## src/rtl/regfile_mp_if.sv

```systemverilog
// Register-file access bundle: one write port, NRD read ports, clear request and ready flag.
// Master side is the pipeline (decode/writeback); slave side is the register file.
interface regfile_mp_if #(
   parameter int DATA_W = 32,
   parameter int DEPTH  = 32,
   parameter int NRD    = 2
);
   localparam int ADDR_W = $clog2(DEPTH);

   logic                  clr_req;
   logic                  ready;
   logic                  we;
   logic [ADDR_W-1:0]     wr_addr;
   logic [DATA_W-1:0]     wr_data;
   logic [NRD*ADDR_W-1:0] rd_addr;
   logic [NRD*DATA_W-1:0] rd_data;

   modport master (
      output clr_req, we, wr_addr, wr_data, rd_addr,
      input  ready, rd_data
   );

   modport slave (
      input  clr_req, we, wr_addr, wr_data, rd_addr,
      output ready, rd_data
   );
endinterface

```

## src/rtl/regfile_mp.sv

```systemverilog
// Multi-read-port register file with hardware clear sweep (DEPTH cycles after reset or clr_req).
// Reads are registered, 1-cycle latency; no backpressure, ready=0 while sweeping (writes ignored).
// Define REGFILE_BYPASS_EN for write-first forwarding on same-edge write/read; default is read-first.
module regfile_mp #(
   parameter int DATA_W   = 32,
   parameter int DEPTH    = 32,
   parameter int NRD      = 2,
   parameter int ZERO_REG = 1
) (
   input logic         clk,
   input logic         rst_n,
   regfile_mp_if.slave rf
);
   localparam int                ADDR_W  = $clog2(DEPTH);
   localparam logic [ADDR_W:0]   DEPTH_X = (ADDR_W+1)'(DEPTH);
   localparam logic [ADDR_W-1:0] LAST    = ADDR_W'(DEPTH-1);

   typedef enum logic {CLEAR, READY} state_t;

   state_t                state_q, state_d;
   logic [ADDR_W-1:0]     cnt_q, cnt_d;
   logic                  ready_q, ready_d;
   logic [NRD*DATA_W-1:0] rd_q, rd_d;

   logic [DATA_W-1:0]     mem [DEPTH];
   logic                  mem_we;
   logic [ADDR_W-1:0]     mem_addr;
   logic [DATA_W-1:0]     mem_wdat;
   logic                  wr_ok;
   logic [ADDR_W-1:0]     ra;

   function automatic logic in_range(input logic [ADDR_W-1:0] a);
      return {1'b0, a} < DEPTH_X;
   endfunction

   function automatic logic is_zero(input logic [ADDR_W-1:0] a);
      return (ZERO_REG != 0) && (a == '0);
   endfunction

   // A write only lands when live, in range and not aimed at the hardwired zero.
   assign wr_ok = (state_q == READY) && rf.we && in_range(rf.wr_addr) && !is_zero(rf.wr_addr);

   always_comb begin
      state_d  = state_q;
      cnt_d    = cnt_q;
      ready_d  = ready_q;
      mem_we   = 1'b0;
      mem_addr = rf.wr_addr;
      mem_wdat = rf.wr_data;
      case (state_q)
         CLEAR: begin
            mem_we   = 1'b1;
            mem_addr = cnt_q;
            mem_wdat = '0;
            cnt_d    = cnt_q + ADDR_W'(1);
            if (cnt_q == LAST) begin
               state_d = READY;
               ready_d = 1'b1;
            end
         end
         READY: begin
            mem_we = wr_ok;
            if (rf.clr_req) begin
               state_d = CLEAR;
               cnt_d   = '0;
               ready_d = 1'b0;
            end
         end
      endcase
   end

   always_comb begin
      rd_d = '0;
      ra   = '0;
      if (state_q == READY) begin
         for (int p = 0; p < NRD; p++) begin
            ra = rf.rd_addr[p*ADDR_W +: ADDR_W];
            if (in_range(ra) && !is_zero(ra)) begin
`ifdef REGFILE_BYPASS_EN
               if (wr_ok && (ra == rf.wr_addr))
                  rd_d[p*DATA_W +: DATA_W] = rf.wr_data;
               else
                  rd_d[p*DATA_W +: DATA_W] = mem[ra];
`else
               rd_d[p*DATA_W +: DATA_W] = mem[ra];
`endif
            end
         end
      end
   end

   always_ff @(posedge clk) begin
      if (!rst_n) begin
         state_q <= CLEAR;
         cnt_q   <= '0;
         ready_q <= 1'b0;
         rd_q    <= '0;
      end else begin
         state_q <= state_d;
         cnt_q   <= cnt_d;
         ready_q <= ready_d;
         rd_q    <= rd_d;
      end
   end

   // Storage is left alone during reset; the sweep that follows zeroes it.
   always_ff @(posedge clk) begin
      if (rst_n && mem_we)
         mem[mem_addr] <= mem_wdat;
   end

   assign rf.ready   = ready_q;
   assign rf.rd_data = rd_q;
endmodule

```

## src/flat_wrapper.sv

```systemverilog
// flat-port wrapper written by rule: the top's interface ports become plain ports
module regfile_mp_flat 
#(
   parameter int DATA_W   = 32,
   parameter int DEPTH    = 32,
   parameter int NRD      = 2,
   parameter int ZERO_REG = 1
)
  (clk, rst_n, rf_clr_req, rf_we, rf_wr_addr, rf_wr_data, rf_rd_addr, rf_ready, rf_rd_data);
  regfile_mp_if #(.DATA_W(DATA_W), .DEPTH(DEPTH), .NRD(NRD)) rf_i ();
  input logic clk;
  input logic rst_n;
  input wire logic [$bits(rf_i.clr_req)-1:0] rf_clr_req;
  input wire logic [$bits(rf_i.we)-1:0] rf_we;
  input wire logic [$bits(rf_i.wr_addr)-1:0] rf_wr_addr;
  input wire logic [$bits(rf_i.wr_data)-1:0] rf_wr_data;
  input wire logic [$bits(rf_i.rd_addr)-1:0] rf_rd_addr;
  output wire logic [$bits(rf_i.ready)-1:0] rf_ready;
  output wire logic [$bits(rf_i.rd_data)-1:0] rf_rd_data;
  assign rf_i.clr_req = rf_clr_req;
  assign rf_i.we = rf_we;
  assign rf_i.wr_addr = rf_wr_addr;
  assign rf_i.wr_data = rf_wr_data;
  assign rf_i.rd_addr = rf_rd_addr;
  assign rf_ready = rf_i.ready;
  assign rf_rd_data = rf_i.rd_data;
  regfile_mp #(.DATA_W(DATA_W), .DEPTH(DEPTH), .NRD(NRD), .ZERO_REG(ZERO_REG)) u_core (.clk(clk), .rst_n(rst_n), .rf(rf_i));
endmodule
```

## config.mk

```make
export PLATFORM = sky130hd
export DESIGN_NAME = regfile_mp_flat
export DESIGN_NICKNAME = d
export VERILOG_FILES = /design/src/rtl/regfile_mp_if.sv /design/src/rtl/regfile_mp.sv /design/src/flat_wrapper.sv
export SDC_FILE = /design/constraint.sdc
export NUM_CORES = 1
export LEC_CHECK = 0
export BUFFER_PORTS_ARGS = -buffer_cell sky130_fd_sc_hd__buf_2
export CORE_MARGIN = 2
export CORE_UTILIZATION = 49
export CTS_CLUSTER_SIZE = 25
export DETAILED_ROUTE_END_ITERATION = 16
export PLACE_DENSITY = 0.68
export SYNTH_ARGS = -nofsm -noshare
export SYNTH_HDL_FRONTEND = slang
export SYNTH_SLANG_ARGS = --single-unit
```

## constraint.sdc

```tcl
create_clock -name clk -period 5.43 [get_ports clk]
set_input_delay 1.086 -clock clk [delete_from_list [all_inputs] [get_ports clk]]
set_output_delay 1.086 -clock clk [all_outputs]
set_load 0.02 [all_outputs]
```

==> flow_metrics.tcl <==
set metrics [dict create \
    min_path_type "reg -> reg" \
    track_usage 0.287 \
    async_reset_ff_frac 0 \
    final_util 0.550 \
    htree_levels 3 \
    slowest_delay_ns 0.91 \
    die_h_um 324 \
    gp_congestion 0.891 \
    critPathCaptureType "register" \
    overflow 0 \
    die_w_um 324 \
    r2r-end "u_core.mem[1][2]$_DFFE_PP_" \
    synth_cell_types 47 \
    worstSetupStartpointType "register" \
    max_freq_mhz 272 \
    cts_tree "yes" \
    worstPathArrival_ns 4.04 \
    ctsHoldBuffers 0 \
    clk_latency_ns 0.71 \
    synth_area_um2 50300 \
    crit_chain "mux2i_1 > nand2_1 > nor2_4 > buf_4" \
    clk_pin_slew_ns 0.06 \
    critical_path.slowest_cell "nor2_4" \
    cp-endpoint "u_core.mem[1][2]$_DFFE_PP_" \
    maxSlewHeadroom 0.0472 \
    grt_pass1_wl_um 218000 \
    finalSetupTns_ns 0 \
    status "completed" \
    path_depth 4 \
    dr.pass1.iters 6 \
    cp_max_fo 48 \
    drc 0 \
    p_per_area_nw_per_um2 313 \
    nNetsFinal 2996 \
    vias_per_cell 6.90 \
    ioPinCount 116 \
    synth_top_family_by_area "multiplexers" \
    final_max_slew_viol_count 0 \
    r2r_slack_ns 1.75 \
    fin_crit_sh 0.678 \
    detail-route-antenna-nets 0 \
    synth.avg_cell_area_um2 17.7 \
    cts_buffers 111 \
    max_slew.worst_pin.slew_ns 1.43 \
    drive_gt1_frac 0.245 \
    cts.sinks 1095 \
    synth_compound_area_frac 0.0435 \
    port_buffers 115 \
    skew_ns 0.0338 \
    yosysWarnings 0 \
    setup_viol 0 \
    synth_top_flop_cell "edfxtp_1" \
    cts_root_buf "clkbuf_16" \
    fin_crit_ns 3.68 \
    path_buf_inv 1 \
    synth-simple-area-share 0.0355 \
    postCtsSetupBuffers 0 \
    ys_ff_latch 1095 \
    grt_pass1_vias 30531 \
    startpoint "u_core.state_q$_SDFF_PN0_" \
    wl_per_cell_um 35.0 \
    die_area_um2 105000 \
    synth_seq_area_share 0.639 \
    drt-initial-drc-count 4514 \
    synth_edf_count 1024 \
    critical_path_class "reg -> reg" \
    rr_startpoint "u_core.state_q$_SDFF_PN0_" \
    rows 117 \
    maxCapViolCount 0 \
    synth_xor_area_frac 0.000174 \
    r2r_cells 4 \
    drt_wl_total_um 154000 \
    synthToLayoutAreaGrowth_pct 11.1 \
    antenna_found_initial 6 \
    start_util 0.495 \
    cp.required_ns 5.79 \
    ir_drop_mv 0.274 \
    grt_max_degree 101 \
    muxShareOfSynthArea 0.254 \
    cts_max_path_buffers 3 \
    rsz0062_at_grt "no" \
    fill_cells 7713 \
    hpwl_um 93500 \
    cp_top_family "simple AND/OR/NAND/NOR gates" \
    syn_inst 2848 \
    hold_violations 0 \
    p_leak_nw 18.5 \
    ctsResizeCount 0 \
    num_vias 30419 \
    synth_fa_ha_area_frac 0.000497 \
    syn-num-nets 2901 \
    core_um2 102000 \
]
[registers in the layout, indices dropped and copies added, names as in the netlist]
register / cells
u_core.mem: 1024
u_core.state_q: 1
u_core.rf.ready: 1
u_core.rf.rd_data: 64
u_core.cnt_q: 5
[layout make-up]
class	count	area, um^2	share of cell area
Multi-Input combinational cell	1525	17100	0.306
Antenna cell	2	5.00	0.0000895
Clock inverter	56	379	0.00678
Tap cell	1368	1710	0.0306
Inverter	4	15.0	0.000269
Clock buffer	152	3000	0.0537
Sequential cell	1095	32200	0.575
Timing Repair Buffer	206	1510	0.0270
[how the worst min path moves through the flow]
stage                                 start                      endpoint  cells past startpoint
5_1_grt        u_core.rf.ready$_SDFFE_PN0P_  u_core.rf.ready$_SDFFE_PN0P_                      2
3_5_place_dp   u_core.rf.ready$_SDFFE_PN0P_  u_core.rf.ready$_SDFFE_PN0P_                      2
4_1_cts        u_core.rf.ready$_SDFFE_PN0P_  u_core.rf.ready$_SDFFE_PN0P_                      2
2_1_floorplan  u_core.rf.ready$_SDFFE_PN0P_  u_core.rf.ready$_SDFFE_PN0P_                      2
3_3_place_gp   u_core.rf.ready$_SDFFE_PN0P_  u_core.rf.ready$_SDFFE_PN0P_                      2
6_report       u_core.rf.ready$_SDFFE_PN0P_  u_core.rf.ready$_SDFFE_PN0P_                      2
[worst reg2reg max path, delay by kind of cell (launching register included)]
kind | cells | cell delay [ns]
mux | 1 | 0.68
buf+inv | 1 | 0.45
simple gates | 2 | 1.32
flops | 1 | 0.88
[cells in the mapped netlist, types with 6 or more instances]
library cell	count	share of area
edfxtp_1	1024	0.61
mux2i_1	532	0.11
mux4_2	263	0.12
a22oi_1	177	0.026
nand2_1	114	0.0085
clkbuf_1	84	0.0063
nand3_1	82	0.0082
buf_2	81	0.0081
dfxtp_1	71	0.028
mux4_1	41	0.021
and2_1	39	0.0048
mux2_2	39	0.0087
nor2_1	39	0.0029
nand4_1	34	0.0042
a221o_1	32	0.0064
a31oi_1	32	0.0040
buf_4	28	0.0042
or2_2	26	0.0032
o2111ai_1	24	0.0042
buf_6	18	0.0040
buf_12	9	0.0036
nor2b_1	7	0.00087
a21oi_1	6	0.00060
nand2b_1	6	0.00075
[metrics by stage]
step / total power, mW / instance area, um^2 / cells / setup slack [ns] / hold WS (ns)
5_1_grt: 17.9 / 55900 / 4406 / 1.59 / 0.500
2_1_floorplan: 10.1 / 50300 / 2848 / 1.73 / 0.538
4_1_cts: 17.5 / 55900 / 4406 / 1.76 / 0.486
3_5_place_dp: 10.4 / 52500 / 4198 / 1.57 / 0.477
6_report: 17.5 / 55900 / 4408 / 1.75 / 0.485
3_3_place_gp: 10.4 / 52500 / 4198 / 1.60 / 0.450
[power by group]
group | internal [mW] | switching [mW] | total, mW
registers | 9.15 | 0.0267 | 9.17
logic | 0.461 | 0.644 | 1.10
clock network | 4.00 | 3.22 | 7.22
[logic make-up (layout without fill, tap and decap cells)]
family / count (synthesis) / count (layout)
buffers and inverters: 228 / 418
other: 0 / 2
multiplexers: 875 / 875
AND/OR/NAND/NOR: 361 / 361
flip-flops: 1095 / 1095
adder cells (fa/ha/maj): 2 / 2
AO/OA/AOI/OAI: 286 / 286
XOR/XNOR: 1 / 1
[layer usage]
metal	routed length (um)	part of all wire	GRT usage	vias to the layer above
met2	72500	0.47	0.452	2061
li1	-	-	-	12033
met5	0	0	0	-
met3	15600	0.10	0.0528	414
met4	6970	0.045	0.123	0
met1	59300	0.38	0.396	15911
[placed cells by master, fill, tap and decap left out, drive strengths merged, types with 3 or more instances in the layout]
| cell | netlist | final |
|---|---|---|
| clkbuf | 85 | 152 |
| nor2 | 39 | 39 |
| a21oi | 6 | 6 |
| or2 | 26 | 26 |
| o2111ai | 24 | 24 |
| nor2b | 7 | 7 |
| o21ai | 5 | 5 |
| nand3 | 82 | 82 |
| o22ai | 3 | 3 |
| nand4 | 34 | 34 |
| a22oi | 177 | 177 |
| nand2 | 114 | 114 |
| and2 | 39 | 39 |
| buf | 139 | 206 |
| a21boi | 3 | 3 |
| mux2i | 532 | 532 |
| a31oi | 32 | 32 |
| nor3b | 3 | 3 |
| a221o | 32 | 32 |
| inv | 4 | 10 |
| mux4 | 304 | 304 |
| nor3 | 4 | 4 |
| clkinv | 0 | 40 |
| edfxtp | 1024 | 1024 |
| bufinv | 0 | 3 |
| dfxtp | 71 | 71 |
| clkinvlp | 0 | 7 |
| nand2b | 6 | 6 |
| mux2 | 39 | 39 |
No activity file was read; power rests on OpenSTA's default activity.
